## src/rtl/demux_10bit_buffered_pkg.sv

```systemverilog
// Shared constants for the buffered 10-bit result demultiplexer.
//   DATA_W : result word width
//   DEPTH  : default entries per destination FIFO
//   CNT_W  : default occupancy width, log2(DEPTH)+1
//   dest_e : destination encoding (A=0, B=1)
package demux_10bit_buffered_pkg;

  localparam int unsigned DATA_W = 10;
  localparam int unsigned DEPTH  = 2;
  localparam int unsigned CNT_W  = $clog2(DEPTH) + 1;

  typedef enum logic {
    DEST_A = 1'b0,
    DEST_B = 1'b1
  } dest_e;

endpackage

```

## src/rtl/demux_fifo.sv

```systemverilog
// Single-channel synchronous FIFO used once per demux destination.
// Ports:
//   clk, rst      : clock, synchronous active-high reset (clears storage)
//   push, wdata   : write request and word (ignored when full)
//   pop           : read request (ignored when empty)
//   rdata, valid  : head entry and not-empty flag
//   full, count   : occupancy status
module demux_fifo #(
  parameter int unsigned DATA_W = 10,
  parameter int unsigned DEPTH  = 2,
  parameter int unsigned CNT_W  = 2
) (
  input  logic              clk,
  input  logic              rst,
  input  logic              push,
  input  logic [DATA_W-1:0] wdata,
  input  logic              pop,
  output logic [DATA_W-1:0] rdata,
  output logic              valid,
  output logic              full,
  output logic [CNT_W-1:0]  count
);

  localparam int unsigned AW = (DEPTH > 1) ? $clog2(DEPTH) : 1;

  logic [DATA_W-1:0] mem [DEPTH];
  logic [AW-1:0]     wr_ptr;
  logic [AW-1:0]     rd_ptr;
  logic              do_push;
  logic              do_pop;

  // Status and head word come straight from registered state
  assign valid   = (count != '0);
  assign full    = (count == CNT_W'(DEPTH));
  assign rdata   = mem[rd_ptr];
  assign do_push = push & ~full;
  assign do_pop  = pop & valid;

  // Storage, pointers (wrap naturally since DEPTH is a power of two) and count
  always_ff @(posedge clk) begin
    if (rst) begin
      for (int unsigned i = 0; i < DEPTH; i++) mem[i] <= '0;
      wr_ptr <= '0;
      rd_ptr <= '0;
      count  <= '0;
    end else begin
      if (do_push) begin
        mem[wr_ptr] <= wdata;
        wr_ptr      <= wr_ptr + AW'(1);
      end
      if (do_pop) rd_ptr <= rd_ptr + AW'(1);
      count <= count + CNT_W'(do_push) - CNT_W'(do_pop);
    end
  end

endmodule

```

## src/rtl/demux_10bit_buffered.sv

```systemverilog
// Steers a 10-bit SAR result stream to one of two buffered destinations.
// Destination is in_select (mode_alt=0) or an internal ping-pong pointer
// (mode_alt=1) that advances on each accepted word.
// Ports:
//   clk, rst                         : clock, synchronous active-high reset
//   in_data, in_valid, in_ready      : source handshake (in_ready combinational)
//   in_select, mode_alt              : steering control
//   out_a_data/valid/ready, a_count  : destination A FIFO
//   out_b_data/valid/ready, b_count  : destination B FIFO
module demux_10bit_buffered #(
  parameter int unsigned DATA_W = demux_10bit_buffered_pkg::DATA_W,
  parameter int unsigned DEPTH  = demux_10bit_buffered_pkg::DEPTH,
  parameter int unsigned CNT_W  = demux_10bit_buffered_pkg::CNT_W
) (
  input  logic              clk,
  input  logic              rst,
  input  logic [DATA_W-1:0] in_data,
  input  logic              in_valid,
  input  logic              in_select,
  input  logic              mode_alt,
  output logic              in_ready,
  output logic [DATA_W-1:0] out_a_data,
  output logic              out_a_valid,
  input  logic              out_a_ready,
  output logic [DATA_W-1:0] out_b_data,
  output logic              out_b_valid,
  input  logic              out_b_ready,
  output logic [CNT_W-1:0]  a_count,
  output logic [CNT_W-1:0]  b_count
);

  import demux_10bit_buffered_pkg::*;

  logic alt_ptr;
  logic dest;
  logic full_a;
  logic full_b;
  logic accept;
  logic push_a;
  logic push_b;

  // A blocked word is never redirected: ready tracks only the chosen FIFO
  assign dest     = mode_alt ? alt_ptr : in_select;
  assign in_ready = (dest == DEST_B) ? ~full_b : ~full_a;
  assign accept   = in_valid & in_ready;
  assign push_a   = accept & (dest == DEST_A);
  assign push_b   = accept & (dest == DEST_B);

  // Ping-pong pointer holds while mode_alt=0 so ping-pong resumes where it left off
  always_ff @(posedge clk) begin
    if (rst) begin
      alt_ptr <= DEST_A;
    end else if (accept && mode_alt) begin
      alt_ptr <= ~alt_ptr;
    end
  end

  demux_fifo #(.DATA_W(DATA_W), .DEPTH(DEPTH), .CNT_W(CNT_W)) u_fifo_a (
    .clk   (clk),
    .rst   (rst),
    .push  (push_a),
    .wdata (in_data),
    .pop   (out_a_ready),
    .rdata (out_a_data),
    .valid (out_a_valid),
    .full  (full_a),
    .count (a_count)
  );

  demux_fifo #(.DATA_W(DATA_W), .DEPTH(DEPTH), .CNT_W(CNT_W)) u_fifo_b (
    .clk   (clk),
    .rst   (rst),
    .push  (push_b),
    .wdata (in_data),
    .pop   (out_b_ready),
    .rdata (out_b_data),
    .valid (out_b_valid),
    .full  (full_b),
    .count (b_count)
  );

endmodule

```

## config.mk

```make
export PLATFORM = sky130hd
export DESIGN_NAME = demux_10bit_buffered
export DESIGN_NICKNAME = d
export VERILOG_FILES = /design/src/rtl/demux_10bit_buffered_pkg.sv /design/src/rtl/demux_fifo.sv /design/src/rtl/demux_10bit_buffered.sv
export SDC_FILE = /design/constraint.sdc
export NUM_CORES = 1
export LEC_CHECK = 0
export ABC_AREA = 1
export CAP_MARGIN = 5
export CORE_MARGIN = 3
export CORE_UTILIZATION = 47
export CTS_CLUSTER_SIZE = 30
export DETAILED_ROUTE_END_ITERATION = 12
export GPL_TIMING_DRIVEN = 0
export PLACE_DENSITY = 0.82
export SLEW_MARGIN = 25
export SYNTH_ARGS = -nofsm -noshare
export SYNTH_HDL_FRONTEND = slang
export SYNTH_SLANG_ARGS = --single-unit
```

## constraint.sdc

```tcl
create_clock -name clk -period 3.6 [get_ports clk]
set_input_delay 0.36 -clock clk [delete_from_list [all_inputs] [get_ports clk]]
set_output_delay 0.36 -clock clk [all_outputs]
set_load 0.005 [all_outputs]
```

==> PnR_summary.wiki <==
{| class="wikitable"
! Metric !! Value
|-
| Run status || completed
|-
| Total CTS buffers || 5
|-
| Clock skew after layout || 0.00522 ns
|-
| Number of buffers on the longest clock path || 2
|-
| Shortest clock period the worst path allows after layout || roughly 2.1 ns
|-
| Cell type with the largest total area after synthesis || sky130_fd_sc_hd__edfxtp_1
|-
| Placed insts || ~300
|-
| Static leakage || 1.20 nW
|-
| Maxcap violations || 0
|-
| Routed len/inst || 13.6 um
|-
| Setup slack, reg-to-reg || around 1.9 ns
|-
| First-pass iteration count of the detailed router || 4
|-
| Worst hold path depth || 1
|-
| NumNets Final || about 270
|-
| Met1 usage || 0.191
|-
| Power per cell area || approximately 550 mW/mm^2
|-
| Worst-path maximum fanout || 4
|-
| Clock net sink count || 51
|-
| Area of the core region || 0.00456 mm^2
|-
| TNS Setup || 0 ns
|-
| Overall fraction of global-route tracks in use || 0.153
|-
| Antenna Violating Nets Remaining || 0
|-
| Total Wirelength || 4.25 mm
|-
| Kind of path behind the tightest hold check || flip-flop to flip-flop
|-
| Sequential fraction of the synthesis area || 0.612
|-
| Hold Violations, Final || 0
|-
| Max rail drop VDD || between 0.0003 and 0.0004 V
|-
| Maximum clock rate || 468 MHz
|-
| Clock tree root buffer cell || sky130_fd_sc_hd__clkbuf_8
|-
| HPWL after detailed placement || about 3.0 mm
|-
| RSZ-0062 raised after global routing || false
|-
| Post-Syn Area || 0.00232 mm^2
|-
| Grt peak-use layer || met2
|-
| Clock tree from TritonCTS || done
|-
| Synthesized flop and latch total || between 50 and 60
|-
| PnR Total Power || between 1.5 and 2 mW
|-
| Via count of the first global-routing pass || approximately 1,500
|-
| Syn_nets || 217
|-
| Setup Crit Path Kind || input port to output pin
|-
| Headroom to the max-slew limit || 0.688
|-
| Crit Reg-Reg Startpoint || alt_ptr$_SDFFE_PP0P_
|-
| Via count || 1,498
|-
| Effective utilization at floorplan || 0.508
|-
| Congestion Overflow GR || 0
|-
| Y dimension of the die || 76.3 um
|-
| Slew Limit Fails || 0
|-
| DIE WIDTH || 76.3 um
|-
| Distinct cell type count of the synthesized netlist || 20
|-
| Crit start category || input port
|-
| Filler cell count || 372
|-
| Worst-Margin Slew || 0.468 ns
|-
| Depth of the worst register-to-register path || 7
|-
| I/O pin count || 44
|-
| Antenna violations before repair || 0
|-
| Number of cells upsized or downsized after cts || 0
|-
| Synthesis warning total || 0
|-
| Critical path arrival || 1.78 ns
|-
| Post-CTS repair timing setup buffer count || 0
|-
| Post-Layout Cell Count || 312
|-
| Post-CTS Hold Fix Bufs || 0
|-
| Post-synthesis average cell area || 11.8 um^2
|-
| Final-report setup violation count || 0
|-
| Fraction of final layout cells sized beyond drive strength 1 || 0.271
|-
| Latest clock arrival within the worst-skew pair || 0.31 ns
|-
| Portion of the clock cycle consumed by the worst path in the final layout || 0.594
|-
| Biggest area contributors in the synthesized netlist || sky130_fd_sc_hd__edfxtp_1 (52%), sky130_fd_sc_hd__mux2_2 (9.7%), sky130_fd_sc_hd__dfxtp_1 (9.5%), sky130_fd_sc_hd__nor2_2 (5.9%), sky130_fd_sc_hd__inv_1 (4.0%)
|-
| H-tree depth || 2
|-
| Antenna diode count || 0
|-
| Area share of the largest cell type after synthesis || 0.518
|-
| Clock-pin slew of the registers on the worst-case setup and hold paths || 0.09 ns
|-
| DRC || 0
|-
| Port Buffer Count || 43
|-
| RD Place Congestion || roughly 0.72
|-
| Routing usage on met2 || 0.264
|-
| First-pass GRT wire length || about 7.0 mm
|-
| FP Rows || 24
|-
| Die area || 0.00582 mm^2
|-
| Growth of design area from synthesis to finish || 25.9%
|-
| Min-delay src || u_fifo_b.rd_ptr$_SDFFE_PP0P_
|-
| Setup crit start || mode_alt
|-
| Instance count of the mapped netlist || 196
|-
| Drt initial violations || 85
|-
| Maximum number of pins on one net before global-route repair || 17
|-
| Via density per instance || 4.80
|-
| Reg2Reg Capture Point || u_fifo_b.mem[0][0]$_SDFFCE_PN0P_
|-
| Data required time of the critical path || 3.24 ns
|-
| Sort of element at the end of the critical path || output pin
|-
| Met3 Resource Use GR || 0.0366
|}
==> report_power, final <==
group          total [mW]  internal, mW  switching (mW)
logic               0.527         0.293           0.234
clock network       0.332         0.136           0.196
registers           0.750         0.713          0.0375
total                1.61          1.14           0.468
==> per-layer routing <==
metal / wire length [um] / share of wire
met4: 57 / 0.013
met1: 1930 / 0.45
met5: 0 / 0
met2: 2110 / 0.50
met3: 151 / 0.036
==> worst max path at each step <==
stage	endpoint	cells after the start
4_1_cts	in_ready	7
5_1_grt	in_ready	7
3_3_place_gp	u_fifo_a.mem[0][4]$_SDFFCE_PN0P_	8
6_report	in_ready	6
2_1_floorplan	u_fifo_b.count[1]$_SDFF_PP0_	10
3_5_place_dp	u_fifo_a.mem[0][7]$_SDFFCE_PN0P_	8
==> cells in the final DEF (no fill, tap or decap), drive strengths merged <==
cell           Yosys  layout
o21ai              4       4
clkbuf             0       5
nand2             21      21
clkinvlp           0       1
edfxtp            40      40
buf                7       7
inv               27      27
nand4              2       2
clkdlybuf4s50      0      43
o211ai             1       1
a21oi              6       6
xnor2              2       2
dfxtp             11      11
nand3              6       6
clkinv             0       2
nor2              45      45
ha                 4       4
mux2              20      20
==> logic make-up after synthesis <==
| kind of cell | count (synthesis) | share of synthesized area |
|---|---|---|
| XOR/XNOR | 2 | 0.00755 |
| AND/OR/NAND/NOR | 74 | 0.161 |
| adder cells (fa/ha/maj) | 4 | 0.0216 |
| flip-flops | 51 | 0.612 |
| multiplexers | 20 | 0.0970 |
| AO/OA/AOI/OAI | 11 | 0.0307 |
| buffers and inverters | 34 | 0.0695 |
==> state kept, by name, summed over array words and instances, names as in the netlist, named ones only <==
name and count:
u_fifo_b.rd_ptr 1, u_fifo_a.mem 20, u_fifo_b.wr_ptr 1, u_fifo_a.wr_ptr 1
u_fifo_b.mem 20, u_fifo_a.rd_ptr 1, alt_ptr 1, u_fifo_b.count 2
u_fifo_a.count 2
==> synthesized netlist by cell type <==
| library cell | number |
|---|---|
| sky130_fd_sc_hd__a21oi_1 | 6 |
| sky130_fd_sc_hd__buf_2 | 3 |
| sky130_fd_sc_hd__buf_6 | 4 |
| sky130_fd_sc_hd__dfxtp_1 | 11 |
| sky130_fd_sc_hd__edfxtp_1 | 40 |
| sky130_fd_sc_hd__ha_1 | 4 |
| sky130_fd_sc_hd__inv_1 | 25 |
| sky130_fd_sc_hd__inv_2 | 2 |
| sky130_fd_sc_hd__mux2_2 | 20 |
| sky130_fd_sc_hd__nand2_1 | 16 |
| sky130_fd_sc_hd__nand2_2 | 5 |
| sky130_fd_sc_hd__nand3_1 | 4 |
| sky130_fd_sc_hd__nand3_2 | 2 |
| sky130_fd_sc_hd__nand4_1 | 1 |
| sky130_fd_sc_hd__nand4_2 | 1 |
| sky130_fd_sc_hd__nor2_1 | 23 |
| sky130_fd_sc_hd__nor2_2 | 22 |
| sky130_fd_sc_hd__o211ai_4 | 1 |
| sky130_fd_sc_hd__o21ai_0 | 4 |
| sky130_fd_sc_hd__xnor2_1 | 2 |
==> metrics by stage <==
stage	setup slack, ns	utilization	cell area (um^2)	hold WS (ns)
5_1_grt	1.41	0.640	2920	0.472
3_3_place_gp	1.36	0.621	2830	0.437
4_1_cts	1.48	0.640	2920	0.459
3_5_place_dp	1.32	0.621	2830	0.444
6_report	1.46	0.640	2920	0.459
2_1_floorplan	2.04	-	2320	0.426
==> critical path, cell delays in order <==
cell,delay (ns)
sky130_fd_sc_hd__clkdlybuf4s50_1,0.54
sky130_fd_sc_hd__nand2_2,0.10
sky130_fd_sc_hd__nand2_2,0.10
sky130_fd_sc_hd__nand2_1,0.06
sky130_fd_sc_hd__nand2_1,0.10
sky130_fd_sc_hd__clkdlybuf4s50_1,0.52
==> cell type report <==
class	instances	area, um^2	area share
Buffer	7	60.1	0.0206
Clock buffer	5	68.8	0.0236
Clock inverter	3	20.0	0.00685
Inverter	27	101	0.0347
Multi-Input combinational cell	111	738	0.253
Sequential cell	51	1420	0.487
Tap cell	65	81.3	0.0278
Timing Repair Buffer	43	430	0.147
Note: power is estimated with default switching activity, not from simulation.
